`src/rtl/uart_loader_pkg.sv`:
```
// Shared constants for the UART loader: protocol bytes, UART register map,
// FSM state encodings and UART access opcodes.
package uart_loader_pkg;

    localparam logic [7:0] CMD_WRITE = 8'h57;
    localparam logic [7:0] RESP_ACK  = 8'h06;
    localparam logic [7:0] RESP_NAK  = 8'h15;

    localparam logic [7:0] UART_REG_ADDR = 8'h00;

    localparam int ST_RX_AVAIL  = 0;
    localparam int ST_TX_ACTIVE = 1;

    // Encoding order matters: ADR2..DATA form the contiguous range where the
    // inter-byte timeout is armed.
    localparam logic [3:0] S_IDLE  = 4'd0;
    localparam logic [3:0] S_CMD   = 4'd1;
    localparam logic [3:0] S_ADR2  = 4'd2;
    localparam logic [3:0] S_ADR1  = 4'd3;
    localparam logic [3:0] S_ADR0  = 4'd4;
    localparam logic [3:0] S_LEN1  = 4'd5;
    localparam logic [3:0] S_LEN0  = 4'd6;
    localparam logic [3:0] S_DATA  = 4'd7;
    localparam logic [3:0] S_MEMWR = 4'd8;
    localparam logic [3:0] S_RESP  = 4'd9;

    localparam logic [1:0] OP_POLL  = 2'd0;
    localparam logic [1:0] OP_READ  = 2'd1;
    localparam logic [1:0] OP_WRITE = 2'd2;

endpackage

```
`src/rtl/uart_loader_if.sv`:
```
// UART register port and memory write port of the loader.
// master = loader side, slave = UART/memory side.
interface uart_loader_if #(
    parameter int ADDR_W = 24
) ();
    logic [7:0]        u_addr;
    logic [15:0]       u_data_write;
    logic [15:0]       u_data_read;
    logic              u_uds;
    logic              u_lds;
    logic              u_rw;
    logic              u_ack;
    logic              u_rx_avail_clear;
    logic [ADDR_W-1:0] m_addr;
    logic [15:0]       m_data_write;
    logic              m_uds;
    logic              m_lds;
    logic              m_rw;
    logic              m_ack;

    modport master (
        output u_addr, u_data_write, u_uds, u_lds, u_rw, u_rx_avail_clear,
        output m_addr, m_data_write, m_uds, m_lds, m_rw,
        input  u_data_read, u_ack, m_ack
    );

    modport slave (
        input  u_addr, u_data_write, u_uds, u_lds, u_rw, u_rx_avail_clear,
        input  m_addr, m_data_write, m_uds, m_lds, m_rw,
        output u_data_read, u_ack, m_ack
    );
endinterface

```
`src/rtl/uart_port_seq.sv`:
```
// One UART poll/read/write access per request; done pulses the cycle after ack.
// Strobe is held until ack, and a new access never starts in the done cycle.
module uart_port_seq
    import uart_loader_pkg::*;
(
    input  logic        clk,
    input  logic        reset,
    input  logic        en,
    input  logic        req,
    input  logic [1:0]  op,
    input  logic [7:0]  wdata,
    output logic        done,
    output logic [7:0]  rdata,
    output logic        uds,
    output logic        lds,
    output logic        rw,
    output logic [15:0] data_write,
    output logic        rx_avail_clear,
    input  logic [7:0]  data_read,
    input  logic        ack
);
    logic active;

    always_ff @(posedge clk) begin
        if (reset) begin
            active         <= 1'b0;
            uds            <= 1'b0;
            lds            <= 1'b0;
            rw             <= 1'b1;
            done           <= 1'b0;
            rdata          <= 8'h00;
            data_write     <= 16'h0000;
            rx_avail_clear <= 1'b0;
        end else begin
            done           <= 1'b0;
            rx_avail_clear <= 1'b0;
            if (active) begin
                if (ack) begin
                    active         <= 1'b0;
                    uds            <= 1'b0;
                    lds            <= 1'b0;
                    rdata          <= data_read;
                    done           <= 1'b1;
                    rx_avail_clear <= uds & rw;
                end
            end else if (req && en && !done) begin
                // en only gates the start of an access; one in flight always completes
                active <= 1'b1;
                case (op)
                    OP_READ: begin
                        uds <= 1'b1;
                        rw  <= 1'b1;
                    end
                    OP_WRITE: begin
                        uds        <= 1'b1;
                        rw         <= 1'b0;
                        data_write <= {8'h00, wdata};
                    end
                    default: begin
                        lds <= 1'b1;
                        rw  <= 1'b1;
                    end
                endcase
            end
        end
    end
endmodule

```
`src/rtl/uart_loader.sv`:
```
// UART-driven memory loader: 'W' + 24-bit addr + 16-bit len + data, then ACK/NAK.
// Each UART access and memory cycle is held until its ack; no fixed latency.
module uart_loader
    import uart_loader_pkg::*;
#(
    parameter int ADDR_W     = 24,
    parameter int RX_TIMEOUT = 5_000_000
) (
    input  logic             clk,
    input  logic             reset,
    input  logic             en,
    uart_loader_if.master    bus,
    output logic             busy,
    output logic             err
);
    logic [3:0]        state;
    logic              phase;      // receive states: 0 poll, 1 read; RESP: 0 poll, 1 write
    logic [ADDR_W-1:0] addr;
    logic [15:0]       cnt;
    logic [15:0]       dat;
    logic              pend;       // even byte buffered in dat[15:8]
    logic [7:0]        resp;
    logic [31:0]       tmo;
    logic              mu, ml;

    logic        req, done;
    logic [1:0]  op;
    logic [7:0]  rdata;
    logic        timed, tmo_hit;
    logic [1:0]  nb;

    always_comb begin
        req = (state != S_MEMWR);
        if (state == S_RESP) op = phase ? OP_WRITE : OP_POLL;
        else                 op = phase ? OP_READ  : OP_POLL;
    end

    assign timed   = (state >= S_ADR2) && (state <= S_DATA);
    assign tmo_hit = (RX_TIMEOUT > 0) && (tmo >= 32'(RX_TIMEOUT));
    assign nb      = (mu && ml) ? 2'd2 : 2'd1;
    assign busy    = (state != S_IDLE);

    assign bus.u_addr       = UART_REG_ADDR;
    assign bus.m_addr       = addr;
    assign bus.m_data_write = dat;
    assign bus.m_uds        = mu;
    assign bus.m_lds        = ml;
    assign bus.m_rw         = 1'b0;

    uart_port_seq u_seq (
        .clk            (clk),
        .reset          (reset),
        .en             (en),
        .req            (req),
        .op             (op),
        .wdata          (resp),
        .done           (done),
        .rdata          (rdata),
        .uds            (bus.u_uds),
        .lds            (bus.u_lds),
        .rw             (bus.u_rw),
        .data_write     (bus.u_data_write),
        .rx_avail_clear (bus.u_rx_avail_clear),
        .data_read      (bus.u_data_read[7:0]),
        .ack            (bus.u_ack)
    );

    always_ff @(posedge clk) begin
        if (reset) begin
            state <= S_IDLE;
            phase <= 1'b0;
            addr  <= '0;
            cnt   <= 16'h0000;
            dat   <= 16'h0000;
            pend  <= 1'b0;
            resp  <= 8'h00;
            tmo   <= 32'h0;
            mu    <= 1'b0;
            ml    <= 1'b0;
            err   <= 1'b0;
        end else begin
            if (timed && tmo != 32'hFFFF_FFFF) tmo <= tmo + 32'h1;
            if (state == S_MEMWR) begin
                if (bus.m_ack && (mu || ml)) begin
                    mu    <= 1'b0;
                    ml    <= 1'b0;
                    pend  <= 1'b0;
                    addr  <= addr + ADDR_W'(nb);
                    cnt   <= cnt - 16'(nb);
                    phase <= 1'b0;
                    if (cnt == 16'(nb)) begin
                        state <= S_RESP;
                        resp  <= RESP_ACK;
                    end else begin
                        state <= S_DATA;
                    end
                end
            end else if (done) begin
                if (state == S_RESP) begin
                    if (phase) begin
                        state <= S_IDLE;
                        phase <= 1'b0;
                    end else if (!rdata[ST_TX_ACTIVE]) begin
                        phase <= 1'b1;
                    end
                end else if (!phase) begin
                    if (rdata[ST_RX_AVAIL]) begin
                        if (state == S_IDLE) state <= S_CMD;
                        else                 phase <= 1'b1;
                    end else if (timed && tmo_hit) begin
                        state <= S_RESP;
                        resp  <= RESP_NAK;
                        err   <= 1'b1;
                    end
                end else begin
                    phase <= 1'b0;
                    tmo   <= 32'h0;
                    case (state)
                        S_CMD: begin
                            addr <= '0;
                            if (rdata == CMD_WRITE) begin
                                state <= S_ADR2;
                            end else begin
                                state <= S_RESP;
                                resp  <= RESP_NAK;
                                err   <= 1'b1;
                            end
                        end
                        S_ADR2, S_ADR1, S_ADR0: begin
                            addr  <= (addr << 8) | ADDR_W'(rdata);
                            state <= state + 4'd1;
                        end
                        S_LEN1: begin
                            cnt[15:8] <= rdata;
                            state     <= S_LEN0;
                        end
                        S_LEN0: begin
                            cnt[7:0] <= rdata;
                            if ({cnt[15:8], rdata} == 16'h0000) begin
                                state <= S_RESP;
                                resp  <= RESP_ACK;
                            end else begin
                                state <= S_DATA;
                            end
                        end
                        S_DATA: begin
                            // current byte address is addr + pend
                            if (addr[0] || pend) begin
                                dat[7:0] <= rdata;
                                ml       <= 1'b1;
                                mu       <= pend;
                                state    <= S_MEMWR;
                            end else begin
                                dat[15:8] <= rdata;
                                if (cnt == 16'h0001) begin
                                    mu    <= 1'b1;
                                    state <= S_MEMWR;
                                end else begin
                                    pend <= 1'b1;
                                end
                            end
                        end
                        default: state <= S_IDLE;
                    endcase
                end
            end
        end
    end
endmodule

```
`src/flat_wrapper.sv`:
```
// flat-port wrapper written by rule: the top's interface ports become plain ports
module uart_loader_flat import uart_loader_pkg::*;
#(
    parameter int ADDR_W     = 24,
    parameter int RX_TIMEOUT = 5_000_000
)
  (clk, reset, en, busy, err, bus_u_addr, bus_u_data_write, bus_u_uds, bus_u_lds, bus_u_rw, bus_u_rx_avail_clear, bus_m_addr, bus_m_data_write, bus_m_uds, bus_m_lds, bus_m_rw, bus_u_data_read, bus_u_ack, bus_m_ack);
  uart_loader_if #(.ADDR_W(ADDR_W)) bus_i ();
  input  logic clk;
  input  logic reset;
  input  logic en;
  output logic busy;
  output logic err;
  output wire logic [$bits(bus_i.u_addr)-1:0] bus_u_addr;
  output wire logic [$bits(bus_i.u_data_write)-1:0] bus_u_data_write;
  output wire logic [$bits(bus_i.u_uds)-1:0] bus_u_uds;
  output wire logic [$bits(bus_i.u_lds)-1:0] bus_u_lds;
  output wire logic [$bits(bus_i.u_rw)-1:0] bus_u_rw;
  output wire logic [$bits(bus_i.u_rx_avail_clear)-1:0] bus_u_rx_avail_clear;
  output wire logic [$bits(bus_i.m_addr)-1:0] bus_m_addr;
  output wire logic [$bits(bus_i.m_data_write)-1:0] bus_m_data_write;
  output wire logic [$bits(bus_i.m_uds)-1:0] bus_m_uds;
  output wire logic [$bits(bus_i.m_lds)-1:0] bus_m_lds;
  output wire logic [$bits(bus_i.m_rw)-1:0] bus_m_rw;
  input wire logic [$bits(bus_i.u_data_read)-1:0] bus_u_data_read;
  input wire logic [$bits(bus_i.u_ack)-1:0] bus_u_ack;
  input wire logic [$bits(bus_i.m_ack)-1:0] bus_m_ack;
  assign bus_u_addr = bus_i.u_addr;
  assign bus_u_data_write = bus_i.u_data_write;
  assign bus_u_uds = bus_i.u_uds;
  assign bus_u_lds = bus_i.u_lds;
  assign bus_u_rw = bus_i.u_rw;
  assign bus_u_rx_avail_clear = bus_i.u_rx_avail_clear;
  assign bus_m_addr = bus_i.m_addr;
  assign bus_m_data_write = bus_i.m_data_write;
  assign bus_m_uds = bus_i.m_uds;
  assign bus_m_lds = bus_i.m_lds;
  assign bus_m_rw = bus_i.m_rw;
  assign bus_i.u_data_read = bus_u_data_read;
  assign bus_i.u_ack = bus_u_ack;
  assign bus_i.m_ack = bus_m_ack;
  uart_loader #(.ADDR_W(ADDR_W), .RX_TIMEOUT(RX_TIMEOUT)) u_core (.clk(clk), .reset(reset), .en(en), .bus(bus_i), .busy(busy), .err(err));
endmodule
```
`config.mk`:
```
export PLATFORM = sky130hd
export DESIGN_NAME = uart_loader_flat
export DESIGN_NICKNAME = d
export VERILOG_FILES = /design/src/rtl/uart_loader_pkg.sv /design/src/rtl/uart_loader_if.sv /design/src/rtl/uart_port_seq.sv /design/src/rtl/uart_loader.sv /design/src/flat_wrapper.sv
export SDC_FILE = /design/constraint.sdc
export NUM_CORES = 1
export LEC_CHECK = 0
export BUFFER_PORTS_ARGS = -buffer_cell sky130_fd_sc_hd__buf_2
export CAP_MARGIN = 20
export CORE_MARGIN = 2
export CORE_UTILIZATION = 42
export DETAILED_ROUTE_END_ITERATION = 16
export PLACE_DENSITY = 0.68
export SLEW_MARGIN = 5
export SYNTH_ARGS = -nofsm -noshare
export SYNTH_HDL_FRONTEND = slang
export SYNTH_SLANG_ARGS = --single-unit
```
`constraint.sdc`:
```
create_clock -name clk -period 2.8 [get_ports clk]
set_input_delay 0.28 -clock clk [delete_from_list [all_inputs] [get_ports clk]]
set_output_delay 0.28 -clock clk [all_outputs]
set_load 0.05 [all_outputs]
```
==> impl_metrics.py, run 1 <==
metrics = {
    "clocking": {
        "number_of_buffers_on_the_longest_clock_path": 2,
        "clock-root-buffer": "clkbuf_16",
        "cts.repair_timing.setup_buffer_count": 0,
        "holdBufCountCts": 0,
        "clkSlewWorstSetupHoldPaths_ns": 0.06,
        "cts-htree-levels": 4,
        "clock_sink_count": 117,
        "cts_inserted_buffers": 17,
        "cts_tree": "yes",
        "ctsResizeCount": 0,
        "worstSkewPairLatency_ns": 0.43,
    },
    "final_layout": {
        "sequential_cell_area_um2": 2340,
        "ratio_of_cells_with_drive_above_1_in_the_final_layout": 0.162,
        "syn2layout_area_growth_pct": 16.4,
        "finish.net_count": 937,
        "nFillCells": 1470,
        "n_antenna_cell": 0,
        "area_of_combinational_cells_with_multiple_inputs_um2": 3800,
    },
    "routing": {
        "routed_wirelength_mm": 17.2,
        "routed_via_density": 5.66,
        "num_vias": 6252,
        "first_pass_iters": 5,
        "avgRoutedWirePerCell_um": 15.5,
        "drc_errors": 0,
        "drtAntennaViolNets": 0,
        "detailedRoute.firstIterationViolations": 435,
    },
    "hold_path": {
        "hold_class": "in -> reg",
    },
    "worst_setup_path": {
        "arrival_ns": 2.80,
        "timing.reg2reg.setup_slack_ns": 0.26,
        "crit_path_start_kind": "register",
        "worst_path_largest_cell_delay_ns": 0.44,
        "setup.worst_path.end_class": "register",
        "critPathBufInv": 1,
        "worstSetupPathDepth": 8,
        "ff2ff_path_depth": 8,
        "crit_slowest_cell": "mux2_2",
        "r2r-end": "u_core.state[0]$_SDFFE_PP0P_",
        "reg2reg_launch_point": "u_core.state[0]$_SDFFE_PP0P_",
        "critical_path.endpoint": "u_core.state[0]$_SDFFE_PP0P_",
        "crit_path_category": "reg -> reg",
        "timing.critical_path.required_ns": 3.07,
        "cp-startpoint": "u_core.state[0]$_SDFFE_PP0P_",
        "cp_max_fo": 9,
        "critical_path.cell_chain": "inv_1, ha_1, and3b_1, mux2_2, a311oi_1, and2_0, and2_1, o31ai_1",
        "crit_family": "simple AND/OR/NAND/NOR gates",
    },
    "synthesis": {
        "synth.yosys.warnings": 0,
        "avgSynthCellArea_um2": 7.78,
        "yosys.area_share.xor_xnor": 0.0403,
        "post_synth_and_or_nand_nor_area_fraction": 0.280,
        "yosys.area.top_type": "dfxtp_1",
        "yosys.cell_types.count": 73,
        "synthAdderAreaFrac": 0.0253,
        "ys_dominant_reg_cell": "dfxtp_1",
        "synth-async-reset-ratio": 0,
        "synth_edf_count": 0,
        "ys_seq_elements": 117,
        "yosys-top-cells-count": "dfxtp_1 (117), nor2_1 (108), nand2_1 (92)",
        "synth-compound-area-share": 0.205,
        "post-synth-top-count-cell": "dfxtp_1",
        "synth_seq_area_share": 0.359,
        "synth_top_area_share": 0.359,
        "netlist_area_um2": 6530,
        "postSynthCellCount": 839,
        "ys_top_cells_by_area": "dfxtp_1 (36%), nor2_1 (6.2%), nand2_1 (5.3%), a21oi_1 (4.4%), o21ai_0 (3.6%)",
        "combinational_family_with_the_most_area_after_synthesis": "simple AND/OR/NAND/NOR gates",
        "yosys-mux-area-fraction": 0.0190,
    },
    "die": {
        "fp-row-count": 45,
        "die_h_um": 129,
        "die_width_um": 129,
        "placeableCoreArea_um2": 15200,
        "dieArea_um2": 16600,
        "io-pin-count": 94,
        "initial_core_util": 0.429,
    },
    "sta": {
        "timing.final.max_slew_violations": 0,
        "setup_violations": 0,
        "final.setup.tns_ns": 0,
        "worst_slew_margin_rel": 0.402,
        "hold_viol_final": 0,
        "layout_worst_path_cycle_share": 0.906,
        "highest_clock_rate_mhz": 394,
        "final.min_clock_period_ns": 2.54,
        "post_route_clock_skew_ns": 0.00973,
        "post-route-worst-setup-slack_ns": 0.262,
        "rsz0062_at_grt": "false",
        "worst_pin_slew_ns": 0.897,
    },
    "power_and_ir_drop": {
        "power.share.combinational": 0.041,
        "cellInternalPower_uw": 2930,
        "clock_power_share": 0.527,
        "power_density_nw_per_um2": 513,
        "p_sw_frac": 0.249,
        "pwr-share-seq": 0.433,
        "worst_ir_drop_vdd_v": 0.000470,
        "net_switching_power_figure_uw": 971,
        "p_leak_uw": 0.00294,
    },
    "status": {
        "status": "finished, final reports clean",
    },
    "global_route": {
        "wire_length_of_the_first_global_routing_pass_mm": 28.1,
        "via_count_of_the_first_global_routing_pass": 5601,
        "antenna_found_initial": 0,
        "grt_start_max_net_pins": 83,
        "grt-ovfl-total": 0,
        "grt.total_usage": 0.212,
    },
    "run": {
        "maxCapViolations": 0,
    },
    "placement": {
        "hpwlAfterDp_mm": 11.7,
        "globalplace.congestion": 0.915,
        "buffer_ports.inserted": 64,
        "detailedPlace.worstSlack_ns": 0.304,
    },
}
cell families after synthesis:
family,after synthesis
adders and majority gates,12
and+or+nand+nor,363
other,1
AOI/OAI and AO/OA,206
xor gates and xnor gates,30
buffers and inverters,98
muxes,12
DFF,117
worst min-delay path, stage by stage:
cell     delay (ns)
buf_2          0.10
nand2_1        0.05
a21oi_1        0.05
layout make-up:
class | count | area share
clock inverters | 14 | 0.0173
multi-input cells | 644 | 0.500
flip-flops and latches | 117 | 0.308
repair buffers | 94 | 0.0718
inverters | 30 | 0.0148
well taps | 188 | 0.0310
clock buffers | 18 | 0.0565
registers in the layout, indices dropped and copies added (netlist names), 3 cells and up:
register,cells
u_core.tmo,32
u_core.state,4
u_core.bus.m_data_write,16
u_core.bus.m_addr,24
u_core.u_seq.data_write,3
u_core.u_seq.rdata,8
u_core.cnt,16
u_core.resp,3
metrics by stage:
step | total power, µW | hold WS [ns] | util | instance area, µm² | cells
floorplan | 1860 | 0.416 | - | 6600 | 859
detailed placement | 1880 | 0.449 | 0.463 | 7040 | 1073
CTS | 3940 | 0.0807 | 0.500 | 7600 | 1105
finish | 3900 | 0.0988 | 0.500 | 7600 | 1105
global route | 4020 | 0.0941 | 0.500 | 7600 | 1105
global placement | 1880 | 0.441 | 0.463 | 7040 | 1073
power by group through the flow:
stage / Clock (µW) / Sequential (µW) / Combinational (µW)
4_1_cts: 2100 / 1690 / 158
3_3_place_gp: 0 / 1720 / 157
2_1_floorplan: 0 / 1720 / 145
3_5_place_dp: 0 / 1720 / 158
5_1_grt: 2170 / 1690 / 169
6_report: 2050 / 1690 / 158
routing by layer:
metal / track usage / share of wire / vias to the layer above / wire length [µm]
met1: 0.284 / 0.46 / 2917 / 7850
li1: - / - / 3113 / -
met4: 0.0754 / 0.021 / 0 / 356
met5: 0 / 0 / - / 0
met2: 0.329 / 0.47 / 190 / 7990
met3: 0.0570 / 0.057 / 32 / 971
how the worst min path moves through the flow:
stage | from | end | slack (ns) | cells past startpoint
5_1_grt | bus_u_data_read[1] | u_core.u_seq.rdata[1]$_SDFFE_PP0P_ | 0.09 | 3
6_report | bus_u_data_read[1] | u_core.u_seq.rdata[1]$_SDFFE_PP0P_ | 0.1 | 3
3_5_place_dp | u_core.bus.m_data_write[9]$_SDFFE_PP0P_ | u_core.bus.m_data_write[9]$_SDFFE_PP0P_ | 0.45 | 2
3_3_place_gp | u_core.resp[2]$_SDFFE_PP0P_ | u_core.resp[2]$_SDFFE_PP0P_ | 0.44 | 2
2_1_floorplan | bus_u_data_read[5] | u_core.u_seq.rdata[5]$_SDFFE_PP0P_ | 0.42 | 2
4_1_cts | bus_u_data_read[1] | u_core.u_seq.rdata[1]$_SDFFE_PP0P_ | 0.08 | 3
placed cells by master (no fill, tap or decap), types with 9 or more instances in the layout:
master,n
nor2b_1,9
clkbuf_16,17
a22oi_1,18
xor2_1,26
conb_1,21
dfxtp_1,117
and2_1,10
inv_1,29
a211oi_1,17
mux2i_1,9
nor3_1,16
o21ai_0,47
buf_2,64
and3_1,12
a21oi_1,56
nor4_1,12
nor2_1,108
nand2_1,92
ha_1,10
nand4_1,25
nand3_1,37
buf_4,30
No activity file was read; power rests on OpenSTA's default activity.
==> inputs of run 2 (changes only) <==
Settings changed: CAP_MARGIN 20 to 40, PLACE_DENSITY 0.68 to 0.59, SKIP_LAST_GASP from default to 1.
==> run 2 against run 1 <==
Final cell count about the same. Cell area up 0.92%. Maximum frequency up 5.5%. Global-route usage up 0.28 points. Clock power up 9%.
==> impl_metrics.py, run 2 (synthesis results as in run 1) <==
metrics = {
    "final_layout": {
        "layout.cells.most_common": "dfxtp_1",
        "finish.net_count": 938,
        "n_antenna_cell": 0,
        "syn2layout_area_growth_pct": 17.5,
        "highest_count_cells_in_the_layout_ignoring_fill_and_taps": "dfxtp_1 (117), nor2_1 (108), nand2_1 (92)",
        "sequential_cell_area_um2": 2340,
        "ratio_of_cells_with_drive_above_1_in_the_final_layout": 0.163,
        "largest-register": "u_core.tmo",
        "max_ffs_per_register": 32,
        "nFillCells": 1550,
        "area_of_combinational_cells_with_multiple_inputs_um2": 3800,
    },
    "worst_setup_path": {
        "crit_slowest_cell": "dfxtp_1",
        "critical_path.cell_chain": "and3b_1, buf_4, nor2_1, a311oi_1, and2_0, nand4_1, o211a_1",
        "crit_family": "simple AND/OR/NAND/NOR gates",
        "arrival_ns": 2.71,
        "crit_path_start_kind": "register",
        "worst_path_largest_cell_delay_ns": 0.64,
        "setup.worst_path.end_class": "register",
        "ff2ff_path_depth": 7,
        "critPathBufInv": 1,
        "crit_path_category": "reg -> reg",
        "cp_max_fo": 24,
        "timing.critical_path.required_ns": 3.10,
        "worstSetupPathDepth": 7,
    },
    "routing": {
        "drc_errors": 0,
        "first_pass_iters": 5,
        "detailedRoute.firstIterationViolations": 362,
        "drtAntennaViolNets": 0,
        "routed_via_density": 5.58,
        "avgRoutedWirePerCell_um": 15.8,
        "routed_wirelength_mm": 17.5,
        "num_vias": 6175,
    },
    "clocking": {
        "number_of_buffers_on_the_longest_clock_path": 2,
        "cts_tree": "yes",
        "clock_sink_count": 117,
        "worstSkewPairLatency_ns": 0.42,
        "ctsResizeCount": 0,
        "clock-root-buffer": "clkbuf_16",
        "cts-htree-levels": 4,
        "holdBufCountCts": 0,
        "clkSlewWorstSetupHoldPaths_ns": 0.05,
        "cts.repair_timing.setup_buffer_count": 0,
        "cts_inserted_buffers": 17,
    },
    "sta": {
        "final.min_clock_period_ns": 2.41,
        "final.setup.tns_ns": 0,
        "hold_viol_final": 0,
        "setup_violations": 0,
        "highest_clock_rate_mhz": 416,
        "worst_slew_margin_rel": 0.571,
        "worst_pin_slew_ns": 0.635,
        "post_route_clock_skew_ns": 0.00779,
        "post-route-worst-setup-slack_ns": 0.394,
        "rsz0062_at_grt": "false",
        "layout_worst_path_cycle_share": 0.859,
        "timing.final.max_slew_violations": 0,
    },
    "die": {
        "io-pin-count": 94,
        "placeableCoreArea_um2": 15200,
        "die_h_um": 129,
        "die_width_um": 129,
        "dieArea_um2": 16600,
        "fp-row-count": 45,
        "initial_core_util": 0.429,
    },
    "hold_path": {
        "worst_hold_path.num_cells": 3,
        "hold_class": "in -> reg",
    },
    "global_route": {
        "grt.total_usage": 0.215,
        "via_count_of_the_first_global_routing_pass": 5606,
        "wire_length_of_the_first_global_routing_pass_mm": 28.6,
        "grt_start_max_net_pins": 49,
        "grt-ovfl-total": 0,
        "antenna_found_initial": 0,
    },
    "placement": {
        "detailedPlace.worstSlack_ns": 0.446,
        "globalplace.congestion": 0.845,
        "buffer_ports.inserted": 64,
        "hpwlAfterDp_mm": 12.2,
    },
    "power_and_ir_drop": {
        "power_density_nw_per_um2": 532,
        "worst_ir_drop_vdd_v": 0.000404,
        "p_leak_uw": 0.00297,
    },
    "run": {
        "maxCapViolations": 0,
    },
    "status": {
        "status": "finished, final reports clean",
    },
}
[run 2: cell count changes in the layout (fill, tap and decap cells not counted)]
| cell | change |
|---|---|
| buf_12 | +1 |
| clkinvlp_4 | +2 |
| inv_6 | -2 |
| bufinv_16 | +2 |
| clkbuf_8 | +2 |
| clkinv_4 | -4 |
[run 2: per-stage QoR]
step	total power [µW]	hold WS, ns	cells	util	area (µm²)
6_report	4080	0.107	1106	0.505	7670
5_1_grt	4210	0.0937	1106	0.505	7670
4_1_cts	4120	0.0922	1106	0.505	7670
3_5_place_dp	1880	0.445	1074	0.464	7060
3_3_place_gp	1880	0.448	1074	0.464	7060
2_1_floorplan	1860	0.416	859	-	6600
[run 2: layer usage]
| metal | vias up | wire length [µm] | global-route usage |
|---|---|---|---|
| met2 | 107 | 8450 | 0.352 |
| li1 | 3116 | - | - |
| met1 | 2938 | 8290 | 0.287 |
| met5 | - | 0 | 0 |
| met3 | 14 | 568 | 0.0499 |
| met4 | 0 | 180 | 0.0531 |
[run 2: final timing paths]
kind                                           startpoint                                       to  slack [ns]
setup / recovery             u_core.state[3]$_SDFFE_PP0P_             u_core.state[1]$_SDFFE_PP0P_        0.39
hold / removal                         bus_u_data_read[5]       u_core.u_seq.rdata[5]$_SDFFE_PP0P_        0.11
setup reg to reg             u_core.state[3]$_SDFFE_PP0P_             u_core.state[1]$_SDFFE_PP0P_        0.39
hold reg to reg   u_core.bus.m_data_write[9]$_SDFFE_PP0P_  u_core.bus.m_data_write[9]$_SDFFE_PP0P_        0.46
[run 2: worst reg2reg max path, cell delays in order, from the launching register on]
cell,delay [ns]
dfxtp_1,0.64
and3b_1,0.26
buf_4,0.27
nor2_1,0.14
a311oi_1,0.38
and2_0,0.32
nand4_1,0.13
o211a_1,0.16
[run 2: cell type report]
class                      count  share of cell area
clock inverter                12              0.0201
tap                          188              0.0307
inverter                      30              0.0147
timing repair buffer          95              0.0737
sequential                   117               0.305
clock buffer                  20              0.0595
multi-input combinational    644               0.496
[run 2: report_power, final]
group	leakage [µW]	total (µW)	internal (µW)	switching [µW]
clock network	0.000280	2230	1440	789
registers	0.000943	1680	1670	10.5
logic	0.00175	164	33.0	131
